$ cat src/rtl/writeback_merge_stage_pkg.sv
// Shared types and constants for the writeback merge stage.
//   thread_idx_t / subcycle_t / reg_idx_t : field widths of a completing instruction
//   pipeline_sel_t                        : which execution pipeline produced a result
//   wb_source_t                           : completion record presented by each pipeline
//   SQUASH_CYCLES_DEFAULT                 : post-rollback discard window per thread
package writeback_merge_stage_pkg;

  localparam int THREADS          = 4;  // hardware threads per core
  localparam int THREAD_IDX_WIDTH = $clog2(THREADS);
  localparam int SUBCYCLE_WIDTH   = 4;

  typedef logic [THREAD_IDX_WIDTH-1:0] thread_idx_t;
  typedef logic [SUBCYCLE_WIDTH-1:0]   subcycle_t;
  typedef logic [4:0]                  reg_idx_t;
  typedef logic [2:0]                  squash_count_t;

  localparam squash_count_t SQUASH_CYCLES_DEFAULT = 3'd5;

  typedef enum logic [1:0] {
    PIPE_SCYCLE_ARITH = 2'd0,
    PIPE_MCYCLE_ARITH = 2'd1,
    PIPE_MEM          = 2'd2
  } pipeline_sel_t;

  typedef struct packed {
    thread_idx_t thread_idx;
    logic        has_dest;
    logic        is_vector;
    reg_idx_t    dest_reg;
    subcycle_t   subcycle;
    logic        last_subcycle;
    logic        rollback_req;
    logic [31:0] rollback_pc;
  } wb_source_t;

  function automatic logic [THREADS-1:0] thread_onehot(input thread_idx_t t);
    logic [THREADS-1:0] one;
    one = 1;
    return one << t;
  endfunction

endpackage

$ cat src/rtl/wb_squash_tracker.sv
// Per-thread squash window tracker.
//   clk, reset      : clock, asynchronous active-high reset
//   rollback_en     : a rollback is being taken this cycle
//   rollback_thread : thread being rolled back
//   query_thread    : thread of the instruction completing this cycle
//   squashed        : query_thread is still inside its discard window
module wb_squash_tracker
  import writeback_merge_stage_pkg::*;
#(
  parameter squash_count_t SQUASH_CYCLES = SQUASH_CYCLES_DEFAULT
) (
  input  logic        clk,
  input  logic        reset,
  input  logic        rollback_en,
  input  thread_idx_t rollback_thread,
  input  thread_idx_t query_thread,
  output logic        squashed
);

  squash_count_t count [THREADS];

  // NOTE: the counter array is reset explicitly; a stale non-zero count
  // after reset would silently swallow the first completions of a thread.
  always_ff @(posedge clk or posedge reset) begin
    if (reset) begin
      for (int i = 0; i < THREADS; i++) count[i] <= '0;
    end else begin
      for (int i = 0; i < THREADS; i++) begin
        // NOTE: non-blocking assignments keep every counter update based on
        // the pre-edge values, independent of loop order.
        if (rollback_en && rollback_thread == thread_idx_t'(i))
          count[i] <= SQUASH_CYCLES;
        else if (count[i] != '0)
          count[i] <= count[i] - 3'd1;
      end
    end
  end

  // The top never requests a rollback for a squashed thread, so a reload
  // cannot extend an already-running window.
  assign squashed = (count[query_thread] != '0);

endmodule

$ cat src/rtl/writeback_merge_stage.sv
// Final pipeline stage: merges SC / MC / MEM completions into one register
// writeback port, generates branch and dcache-miss-replay rollbacks, squashes
// in-flight work of rolled-back threads and raises the dcache-miss suspend.
//   clk, reset                     : clock, asynchronous active-high reset
//   {sc,mc,mem}_valid / _result    : completing instruction per pipeline (at most one valid)
//   mem_cache_miss                 : MEM completion missed the dcache (replay + suspend)
//   wb_writeback_*                 : register file write port (1-cycle latency)
//   wb_rollback_*                  : rollback request to thread select (1-cycle latency)
//   wb_suspend_thread_oh           : one-hot suspend, one cycle after the miss rollback
//   perf_retire                    : one pulse per retired instruction
module writeback_merge_stage
  import writeback_merge_stage_pkg::*;
#(
  parameter squash_count_t SQUASH_CYCLES = SQUASH_CYCLES_DEFAULT
) (
  input  logic               clk,
  input  logic               reset,
  input  logic               sc_valid,
  input  wb_source_t         sc_result,
  input  logic               mc_valid,
  input  wb_source_t         mc_result,
  input  logic               mem_valid,
  input  wb_source_t         mem_result,
  input  logic               mem_cache_miss,
  output logic               wb_writeback_en,
  output thread_idx_t        wb_writeback_thread_idx,
  output logic               wb_writeback_is_vector,
  output reg_idx_t           wb_writeback_reg,
  output logic               wb_writeback_is_last_subcycle,
  output logic               wb_rollback_en,
  output thread_idx_t        wb_rollback_thread_idx,
  output pipeline_sel_t      wb_rollback_pipeline,
  output subcycle_t          wb_rollback_subcycle,
  output logic [31:0]        wb_rollback_pc,
  output logic [THREADS-1:0] wb_suspend_thread_oh,
  output logic               perf_retire
);

  wb_source_t    src;
  pipeline_sel_t src_pipe;
  logic          any_valid;
  logic          replay;
  logic          squashed;
  logic          live;
  logic          do_writeback;
  logic          do_rollback;
  logic          do_retire;
  logic          suspend_pending;
  thread_idx_t   suspend_thread;

  // NOTE: every always_comb output gets a default first so no path leaves a
  // signal unassigned (which would infer a latch).
  always_comb begin
    src      = '0;
    src_pipe = PIPE_SCYCLE_ARITH;
    if (sc_valid) begin
      src      = sc_result;
      src_pipe = PIPE_SCYCLE_ARITH;
    end else if (mc_valid) begin
      src      = mc_result;
      src_pipe = PIPE_MCYCLE_ARITH;
    end else if (mem_valid) begin
      src      = mem_result;
      src_pipe = PIPE_MEM;
    end
  end

  assign any_valid = sc_valid | mc_valid | mem_valid;
  assign replay    = mem_valid & mem_cache_miss;

  wb_squash_tracker #(
    .SQUASH_CYCLES (SQUASH_CYCLES)
  ) u_squash (
    .clk             (clk),
    .reset           (reset),
    .rollback_en     (do_rollback),
    .rollback_thread (src.thread_idx),
    .query_thread    (src.thread_idx),
    .squashed        (squashed)
  );

  // A squashed completion is dropped entirely: no writeback, rollback,
  // suspend or retire.
  assign live         = any_valid & ~squashed;
  assign do_rollback  = live & (src.rollback_req | replay);
  assign do_writeback = live & src.has_dest & ~replay;   // branches still write the link reg
  assign do_retire    = live & src.last_subcycle & ~replay;

  always_ff @(posedge clk or posedge reset) begin
    if (reset) begin
      wb_writeback_en               <= 1'b0;
      wb_writeback_thread_idx       <= '0;
      wb_writeback_is_vector        <= 1'b0;
      wb_writeback_reg              <= '0;
      wb_writeback_is_last_subcycle <= 1'b0;
      wb_rollback_en                <= 1'b0;
      wb_rollback_thread_idx        <= '0;
      wb_rollback_pipeline          <= PIPE_SCYCLE_ARITH;
      wb_rollback_subcycle          <= '0;
      wb_rollback_pc                <= '0;
      wb_suspend_thread_oh          <= '0;
      perf_retire                   <= 1'b0;
      suspend_pending               <= 1'b0;
      suspend_thread                <= '0;
    end else begin
      wb_writeback_en               <= do_writeback;
      wb_writeback_thread_idx       <= do_writeback ? src.thread_idx : '0;
      wb_writeback_is_vector        <= do_writeback & src.is_vector;
      wb_writeback_reg              <= do_writeback ? src.dest_reg : '0;
      wb_writeback_is_last_subcycle <= do_writeback & src.last_subcycle;

      wb_rollback_en                <= do_rollback;
      wb_rollback_thread_idx        <= do_rollback ? src.thread_idx : '0;
      wb_rollback_pipeline          <= do_rollback ? src_pipe : PIPE_SCYCLE_ARITH;
      wb_rollback_subcycle          <= do_rollback ? src.subcycle : '0;
      wb_rollback_pc                <= do_rollback ? src.rollback_pc : '0;

      perf_retire                   <= do_retire;

      // The suspend trails the replay rollback by one cycle; the pending
      // stage is cleared by reset so a reset mid-miss drops the suspend.
      suspend_pending               <= live & replay;
      suspend_thread                <= src.thread_idx;
      wb_suspend_thread_oh          <= suspend_pending ? thread_onehot(suspend_thread) : '0;
    end
  end

  // The issue side guarantees a single completing pipeline per cycle.
  a_one_source: assert property (@(posedge clk) disable iff (reset)
    $onehot0({sc_valid, mc_valid, mem_valid}));

endmodule

$ cat config.mk
export PLATFORM = sky130hd
export DESIGN_NAME = writeback_merge_stage
export DESIGN_NICKNAME = d
export VERILOG_FILES = /design/src/rtl/writeback_merge_stage_pkg.sv /design/src/rtl/wb_squash_tracker.sv /design/src/rtl/writeback_merge_stage.sv
export SDC_FILE = /design/constraint.sdc
export NUM_CORES = 1
export LEC_CHECK = 0
export ABC_AREA = 0
export CAP_MARGIN = 25
export CORE_MARGIN = 1
export CORE_UTILIZATION = 35
export DETAILED_ROUTE_END_ITERATION = 10
export PLACE_DENSITY = 0.76
export SYNTH_ARGS = -nofsm -noshare
export SYNTH_HDL_FRONTEND = slang
export SYNTH_SLANG_ARGS = --single-unit
$ cat constraint.sdc
create_clock -name clk -period 4.3 [get_ports clk]
set_input_delay 0.86 -clock clk [delete_from_list [all_inputs] [get_ports clk]]
set_output_delay 0.86 -clock clk [all_outputs]
set_load 0.01 [all_outputs]
==> results of run 1 <==
power by group:
part | leakage [uW] | switching [uW] | internal [uW]
Clock | 0.000104 | 232 | 326
Sequential | 0.000944 | 63.7 | 784
Combinational | 0.00143 | 347 | 406
kinds of logic after synthesis:
family,synth area share [%]
AND/OR/NAND/NOR,16.0
multiplexers,0.586
flip-flops,52.0
AO/OA/AOI/OAI,22.6
buffers and inverters,4.87
adder cells (fa/ha/maj),2.93
XOR/XNOR,1.02
area by class of cell:
cell class	count	area [sq um]
clock inverter	4	70.1
tap	129	161
sequential	71	1780
inverter	15	56.3
clock buffer	12	135
timing repair buffer	207	2060
multi-input combinational	228	1480
fill	835	3630
critical path, cell delays in order:
cell,delay [ps]
buf_2,370
buf_4,470
nor3_1,160
a31oi_1,350
nand4_2,340
buf_12,280
nor4b_2,230
placed cells by master, fill, tap and decap left out, types with 3 or more instances in the layout:
cell / netlist / layout
a21oi_1: 4 / 4
ha_1: 8 / 8
xnor2_1: 4 / 4
a221o_1: 34 / 34
clkdlybuf4s50_1: 0 / 200
nand2_1: 21 / 21
o211a_1: 3 / 3
o21ai_0: 43 / 43
nor2_1: 48 / 48
buf_4: 1 / 4
nand2b_1: 6 / 6
clkbuf_1: 15 / 3
clkbuf_8: 0 / 9
inv_1: 14 / 13
dfrtp_1: 71 / 71
nor3_1: 5 / 5
a22oi_1: 10 / 10
and2_1: 9 / 9
final timing paths:
path / startpoint / to / slack [ps] / depth (start not counted)
worst max-delay path: sc_valid / wb_rollback_pipeline[1] / 1460 / 7
worst min-delay path: suspend_thread[1] / wb_suspend_thread_oh[1] / 460 / 1
worst max register to register: u_squash.count[7] / wb_rollback_pipeline[1] / 2190 / 5
worst min register to register: suspend_thread[1] / wb_suspend_thread_oh[1] / 460 / 1
max in group asynchronous: reset / wb_writeback_reg[2] / 2460 / 3
min in group asynchronous: reset / wb_rollback_pc[22] / 870 / 2
per-layer routing:
layer | global-route usage [%] | up-vias | routed length, um
li1 | - | 1602 | -
met1 | 21.4 | 1560 | 3810
met2 | 36.8 | 185 | 5320
met3 | 6.73 | 17 | 1060
met4 | 9.25 | 0 | 254
met5 | 0 | - | 0
stage by stage:
stage | cell area [sq um] | hold slack (ps) | utilization, % | setup WS, ps
6_report | 5740 | 460 | 61.3 | 1460
5_1_grt | 5740 | 473 | 61.3 | 1210
4_1_cts | 5740 | 463 | 61.3 | 1440
3_5_place_dp | 5540 | 452 | 59.1 | 1080
3_3_place_gp | 5520 | 446 | 58.9 | 719
2_1_floorplan | 3420 | 428 | - | 1640
==> flow_metrics.py, run 1 <==
metrics = {
    "sta": {
        "finClkSkew_ps": 9.51,
        "setup-tns-final_ps": 0,
        "relSlewSlack_pct": 41.8,
        "setup_viol": 0,
        "rsz0062_at_grt": "no",
        "finalMaxSlewViolations": 0,
        "period_needed_ps": 2840,
        "fmax_mhz": 352,
        "tightestPinTransition_ps": 872,
        "hold_viol_final": 0,
        "fin_crit_sh_pct": 66.1,
    },
    "detailed_routing": {
        "dr_total_vias": 3364,
        "routed_wirelength_um": 10400,
        "firstDrtPassIters": 4,
        "wl_per_cell_um": 15.7,
        "viasPerCell": 5.05,
        "postRouteAntennaNets": 0,
        "drt_drc_violations_left": 0,
        "drt_iter0_markers": 77,
    },
    "grt": {
        "antenna_found_initial": 0,
        "grt_pass1_vias": 3226,
        "grt-ovfl-total": 0,
        "grtUsageTotal_pct": 20.4,
        "grt_pass1_wl_um": 15500,
        "grt_max_degree": 48,
    },
    "yosys": {
        "synth_edf_count": 0,
        "synth_cell_type_count": 44,
        "yosysWarnings": 0,
        "yosysMostFrequentCell": "dfrtp_1",
        "synth_top_area_cell": "dfrtp_1",
        "synth_area_leaders": "dfrtp_1 52%, a221o_1 10%, o21ai_0 6.3%",
        "synth_top_area_share_pct": 52.0,
        "yosysSeqAreaShare_pct": 52.0,
        "syn_nets": 495,
        "syn_inst": 340,
        "netlist_top_cells_count": "71 x dfrtp_1, 48 x nor2_1, 43 x o21ai_0, 34 x a221o_1, 21 x nand2_1",
        "async_flop_share_pct": 100,
        "synth_seq_cells": 71,
        "synth_flop_cell": "dfrtp_1",
        "avgSynthCellArea_sq_um": 10.1,
        "synthesis.area_sq_um": 3420,
    },
    "clock_network": {
        "cts_hold_buf": 0,
        "postCtsSetupBuffers": 0,
        "clk_latency_ps": 330,
        "cts_tree": "built",
        "numCtsBuffers": 9,
        "cts_resized": 0,
        "cts-root-buf": "clkbuf_8",
        "cts_max_level": 3,
        "cts.sinks": 71,
        "clk_pin_slew_ps": 70,
        "clockBufferDepth": 2,
    },
    "power": {
        "leakage_uw": 0.00248,
        "totalPowerFinal_uw": 2160,
        "peakVddDrop_mv": 0.211,
        "power.density_nw_per_um2": 376,
    },
    "floorplanning": {
        "initial_utilization_pct": 36.5,
        "fp-row-count": 35,
        "die_area_sq_um": 10200,
        "die_x_um": 101,
        "die_h_um": 101,
        "core_area_sq_um": 9370,
        "ioPinCount": 203,
    },
    "layout": {
        "largest_reg_flops": 32,
        "final_cells": 666,
        "areaGrowthSynthToFinish_pct": 68.0,
        "drive_gt1_share_pct": 5.59,
        "diodes": 0,
        "fin_nets": 687,
    },
    "place": {
        "io_buffers": 202,
        "dp_hpwl_um": 8020,
        "dp.cells": 650,
        "place_congestion": 0.810,
    },
    "run_status": {
        "status": "finished clean",
    },
    "worst_setup_path": {
        "endpoint_kind": "register",
        "start_kind": "primary input",
        "critical_path_class": "in2reg",
        "arrival_ps": 3080,
        "critPathMaxFanout": 40,
        "worstPathRequired_ps": 4540,
    },
    "run": {
        "maxCapViolCount": 0,
    },
    "hold_path": {
        "hp-class": "reg2reg",
    },
}
Note: power is estimated with default switching activity, not from simulation.
==> run 2: changes to the inputs <==
Settings changed: CORE_UTILIZATION 35 to 34, PLACE_DENSITY 0.76 to 0.77.
Clock period 4.3 ns to 2.3 ns, I/O delays scaled along.
==> run 2 against run 1 <==
Effect of this change:
- clock skew is 0.60 ps lower
- first-iteration DRC count is 9.1% lower
- power is 86% higher
- cell count is 3.0% higher
- via count is 0.39% lower
- critical path depth is 1 higher
- critical path type unchanged
==> flow_metrics.py, run 2 (synthesized netlist as in run 1, its figures left out) <==
metrics = {
    "layout": {
        "largest_reg_flops": 32,
        "drive_gt1_share_pct": 8.68,
        "fin_nets": 703,
        "diodes": 0,
        "mostFrequentLayoutCells": "200 x clkdlybuf4s50_1, 71 x dfrtp_1, 48 x nor2_1, 43 x o21ai_0, 34 x a221o_1",
        "final_cells": 686,
        "final_cell_area_sq_um": 5870,
        "final_common_cell": "clkdlybuf4s50_1",
        "areaGrowthSynthToFinish_pct": 71.8,
    },
    "power": {
        "power.density_nw_per_um2": 684,
        "totalPowerFinal_uw": 4020,
        "peakVddDrop_mv": 0.347,
        "leakage_uw": 0.00255,
    },
    "floorplanning": {
        "fp-row-count": 36,
        "die_x_um": 102,
        "core_area_sq_um": 9770,
        "die_area_sq_um": 10500,
        "initial_utilization_pct": 35.0,
        "die_h_um": 102,
        "ioPinCount": 203,
    },
    "run_status": {
        "status": "finished clean",
    },
    "clock_network": {
        "clk_latency_ps": 340,
        "clk_pin_slew_ps": 80,
        "cts_max_level": 3,
        "cts_resized": 0,
        "cts.sinks": 71,
        "postCtsSetupBuffers": 0,
        "cts_hold_buf": 0,
        "numCtsBuffers": 9,
        "clockBufferDepth": 2,
        "cts-root-buf": "clkbuf_8",
        "cts_tree": "built",
    },
    "worst_setup_path": {
        "crit_family": "simple AND/OR/NAND/NOR gates",
        "arrival_ps": 2270,
        "worstPathRequired_ps": 2560,
        "critical_path_class": "in2reg",
        "critPathMaxFanout": 9,
        "cp_slowest_cell": "clkdlybuf4s50_1",
        "endpoint_kind": "register",
        "worstReg2RegStart": "u_squash.count[7]",
        "start_kind": "primary input",
        "path_cells": "clkdlybuf4s50_1 -> and3b_1 -> o21ai_4 -> inv_2 -> o211ai_2 -> buf_4 -> and4_1 -> and2_1",
        "worstReg2RegEnd": "wb_writeback_reg[2]",
        "rr_worst_depth": 5,
        "path_buf_inv": 3,
        "r2r_slack_ps": 500,
        "cpPeakStageDelay_ps": 460,
    },
    "detailed_routing": {
        "viasPerCell": 4.88,
        "drt_drc_violations_left": 0,
        "routed_wirelength_um": 10800,
        "firstDrtPassIters": 5,
        "postRouteAntennaNets": 0,
        "dr_total_vias": 3351,
        "drt_iter0_markers": 70,
        "wl_per_cell_um": 15.7,
    },
    "place": {
        "dp.cells": 670,
        "dp_worst_setup_slack_ps": -71.1,
        "io_buffers": 202,
        "place_congestion": 0.875,
        "dp_hpwl_um": 8380,
        "dpl_cell_area_sq_um": 5680,
    },
    "sta": {
        "worst_slack_ps": 292,
        "finalMaxSlewViolations": 0,
        "hold_viol_final": 0,
        "fmax_mhz": 498,
        "setup_viol": 0,
        "relSlewSlack_pct": 67.2,
        "tightestPinTransition_ps": 492,
        "rsz0062_at_grt": "no",
        "finClkSkew_ps": 8.92,
        "period_needed_ps": 2010,
        "setup-tns-final_ps": 0,
        "fin_crit_sh_pct": 87.3,
    },
    "grt": {
        "antenna_found_initial": 0,
        "grt_pass1_vias": 3239,
        "grt_max_degree": 41,
        "grt-ovfl-total": 0,
        "grt_pass1_wl_um": 15500,
        "grtUsageTotal_pct": 19.7,
    },
    "hold_path": {
        "hp-class": "in2async",
    },
    "run": {
        "maxCapViolCount": 0,
    },
}
==> run 2: power by group <==
group          switching [uW]  internal, uW
Combinational             654           792
Clock                     474           507
Sequential                124          1460
Total                    1250          2760
==> run 2: metal layers <==
| metal | global-route usage (%) | share of wire, % | vias to the layer above |
|---|---|---|---|
| met4 | 6.70 | 1.2 | 0 |
| met1 | 21.5 | 38 | 1545 |
| met2 | 37.2 | 53 | 159 |
| li1 | - | - | 1635 |
| met5 | 0 | 0 | - |
| met3 | 4.72 | 7.8 | 12 |
==> run 2: area by class of cell <==
type	instances	area (sq um)
Multi-Input combinational cell	228	1480
Clock buffer	10	128
Tap cell	133	166
Timing Repair Buffer	223	2190
Clock inverter	6	68.8
Sequential cell	71	1780
Inverter	15	56.3
Fill cell	828	3900
==> run 2: worst max path at each step <==
stage	from	endpoint	slack [ps]	cells after the start
3_5_place_dp	mem_valid	wb_writeback_reg[2]	-70	8
4_1_cts	mem_valid	wb_writeback_reg[2]	250	8
6_report	mem_valid	wb_writeback_reg[2]	290	8
5_1_grt	mem_valid	wb_writeback_reg[2]	170	7
3_3_place_gp	mem_valid	wb_writeback_is_last_subcycle	80	7
2_1_floorplan	reset	perf_retire	40	1
==> run 2: worst reg2reg max path, stage by stage, from the launching register on <==
cell and delay, ps:
dfrtp_1 400, or3_1 410, a31oi_1 270, buf_4 170, and4_1 320, and2_1 180
==> run 2: per-stage QoR <==
step                      hold WS, ps  util, %
after floorplan                   428        -
after global placement            445     58.1
after detailed placement          462     58.1
after CTS                         467     60.1
after global routing              490     60.1
final                             460     60.1
==> run 3: changes to the inputs <==
Settings changed: CAP_MARGIN 25 to 0, CORE_MARGIN 1 to 2.
==> run 3 against run 2 <==
Effect of this change:
- hold slack improved by 9.6 ps
- first-iteration DRC count increased by 110%
- power increased by 5.8%
- highest routed layer unchanged
- critical path type unchanged
- largest cell class unchanged
- routed wire length increased by 2.0%
- sequential share of layout area decreased by 0.33 points
- via count increased by 2.5%
==> flow_metrics.py, run 3 (synthesized netlist as in run 1, its figures left out) <==
metrics = {
    "sta": {
        "fmax_mhz": 485,
        "rsz0062_at_grt": "no",
        "fin_crit_sh_pct": 89.6,
        "finClkSkew_ps": 7.12,
        "tightestPinTransition_ps": 535,
        "setup-tns-final_ps": 0,
        "finalMaxSlewViolations": 0,
        "holdWs_ps": 470,
        "relSlewSlack_pct": 64.3,
        "period_needed_ps": 2060,
        "setup_viol": 0,
        "hold_viol_final": 0,
    },
    "detailed_routing": {
        "wl_per_cell_um": 16.1,
        "postRouteAntennaNets": 0,
        "drt_drc_violations_left": 0,
        "firstDrtPassIters": 4,
        "routed_wirelength_um": 11000,
        "drt_iter0_markers": 150,
        "viasPerCell": 5.01,
        "dr_total_vias": 3435,
    },
    "run_status": {
        "status": "finished clean",
    },
    "clock_network": {
        "cts_max_level": 3,
        "cts-root-buf": "clkbuf_8",
        "cts_resized": 0,
        "numCtsBuffers": 9,
        "clockBufferDepth": 2,
        "clk_pin_slew_ps": 70,
        "cts_hold_buf": 0,
        "postCtsSetupBuffers": 0,
        "cts_tree": "built",
        "cts.sinks": 71,
        "clk_latency_ps": 330,
    },
    "layout": {
        "final_common_cell": "clkdlybuf4s50_1",
        "fin_nets": 702,
        "mostFrequentLayoutCells": "200 x clkdlybuf4s50_1, 71 x dfrtp_1, 48 x nor2_1, 43 x o21ai_0, 34 x a221o_1",
        "multi_input_area_sq_um": 1480,
        "regArea_sq_um": 1780,
        "areaGrowthSynthToFinish_pct": 73.7,
        "largest_reg_flops": 32,
        "fill_cells": 832,
        "diodes": 0,
        "drive_gt1_share_pct": 8.70,
    },
    "floorplanning": {
        "ioPinCount": 203,
        "die_x_um": 104,
        "fp-row-count": 36,
        "die_area_sq_um": 10900,
        "initial_utilization_pct": 35.0,
        "core_area_sq_um": 9770,
        "die_h_um": 104,
    },
    "worst_setup_path": {
        "cpPeakStageDelay_ps": 490,
        "path_cells": "clkdlybuf4s50_1 -> and3b_1 -> o21ai_4 -> inv_2 -> o211ai_2 -> nand4_2 -> buf_12 -> nor3b_2",
        "worstReg2RegEnd": "wb_writeback_reg[4]",
        "critical_path_class": "in2reg",
        "rr_worst_depth": 5,
        "worstReg2RegStart": "u_squash.count[7]",
        "cp_slowest_cell": "clkdlybuf4s50_1",
        "critPathMaxFanout": 39,
        "worstPathRequired_ps": 2560,
        "start_kind": "primary input",
        "r2r_slack_ps": 550,
        "arrival_ps": 2320,
        "endpoint_kind": "register",
    },
    "hold_path": {
        "whs_path_depth": 1,
        "hp-class": "reg2reg",
        "holdPathEnd": "wb_suspend_thread_oh[0]",
        "hp-start": "suspend_thread[0]",
    },
    "place": {
        "dp_hpwl_um": 8770,
        "place_congestion": 0.880,
        "io_buffers": 202,
    },
    "run": {
        "maxCapViolCount": 0,
    },
    "grt": {
        "met3_usage_pct": 5.89,
        "busiest_layer": "met2",
        "grt-ovfl-total": 0,
        "grtUsageTotal_pct": 20.2,
        "grt_util_met2_pct": 36.9,
        "grt_pass1_vias": 3521,
        "grt_max_degree": 40,
        "grtUsageMet1_pct": 21.5,
        "antenna_found_initial": 0,
        "grt_pass1_wl_um": 17300,
    },
    "power": {
        "peakVddDrop_mv": 0.326,
        "leakage_uw": 0.00259,
        "power.density_nw_per_um2": 716,
    },
}
run 3: cell count changes in the layout (fill, tap and decap cells not counted), sizes merged:
cell,before,now
buf,23,22
bufinv,1,3
clkbuf,10,11
clkinv,3,2
clkinvlp,1,0
inv,16,15
run 3: how the worst max path moves through the flow:
stage          slack (ps)  cells after the start                            end      start
2_1_floorplan          40                      1                    perf_retire      reset
3_3_place_gp            9                      8        wb_rollback_pipeline[0]  mem_valid
3_5_place_dp          -90                      8        wb_rollback_pipeline[0]  mem_valid
4_1_cts               270                      8        wb_rollback_pipeline[0]  mem_valid
5_1_grt               160                      7  wb_writeback_is_last_subcycle  mem_valid
6_report              240                      8        wb_rollback_pipeline[0]  mem_valid
run 3: cell type report:
class,instances,share of cell area (%)
Clock inverter,5,1.75
Inverter,15,0.948
Clock buffer,11,2.55
Multi-Input combinational cell,228,25.0
Tap cell,133,2.80
Timing Repair Buffer,222,37.0
Sequential cell,71,29.9
run 3: per-stage QoR:
step	setup WS, ps	total power (uW)	area (sq um)	util (%)	cells
2_1_floorplan	43.4	2360	3420	-	340
3_3_place_gp	9.50	2960	5680	58.1	669
3_5_place_dp	-87.4	3060	5680	58.1	669
4_1_cts	272	4300	5940	60.7	685
5_1_grt	160	4500	5940	60.7	685
6_report	239	4250	5940	60.7	685
run 3: power breakdown:
part / internal (uW) / switching [uW] / total (uW)
combinational: 788 / 648 / 1440
sequential: 1470 / 123 / 1590
clock: 780 / 446 / 1230
total: 3030 / 1220 / 4250
run 3: layer usage:
metal | wire length (um) | part of all wire (%)
met1 | 4210 | 38
met2 | 5640 | 51
met3 | 846 | 7.7
met4 | 306 | 2.8
met5 | 0 | 0
run 3: critical path, delay by kind of cell:
family	cells	cell delay [ps]
AOI/OAI and AO/OA	2	450
buffers and inverters	3	800
and+or+nand+nor	3	600
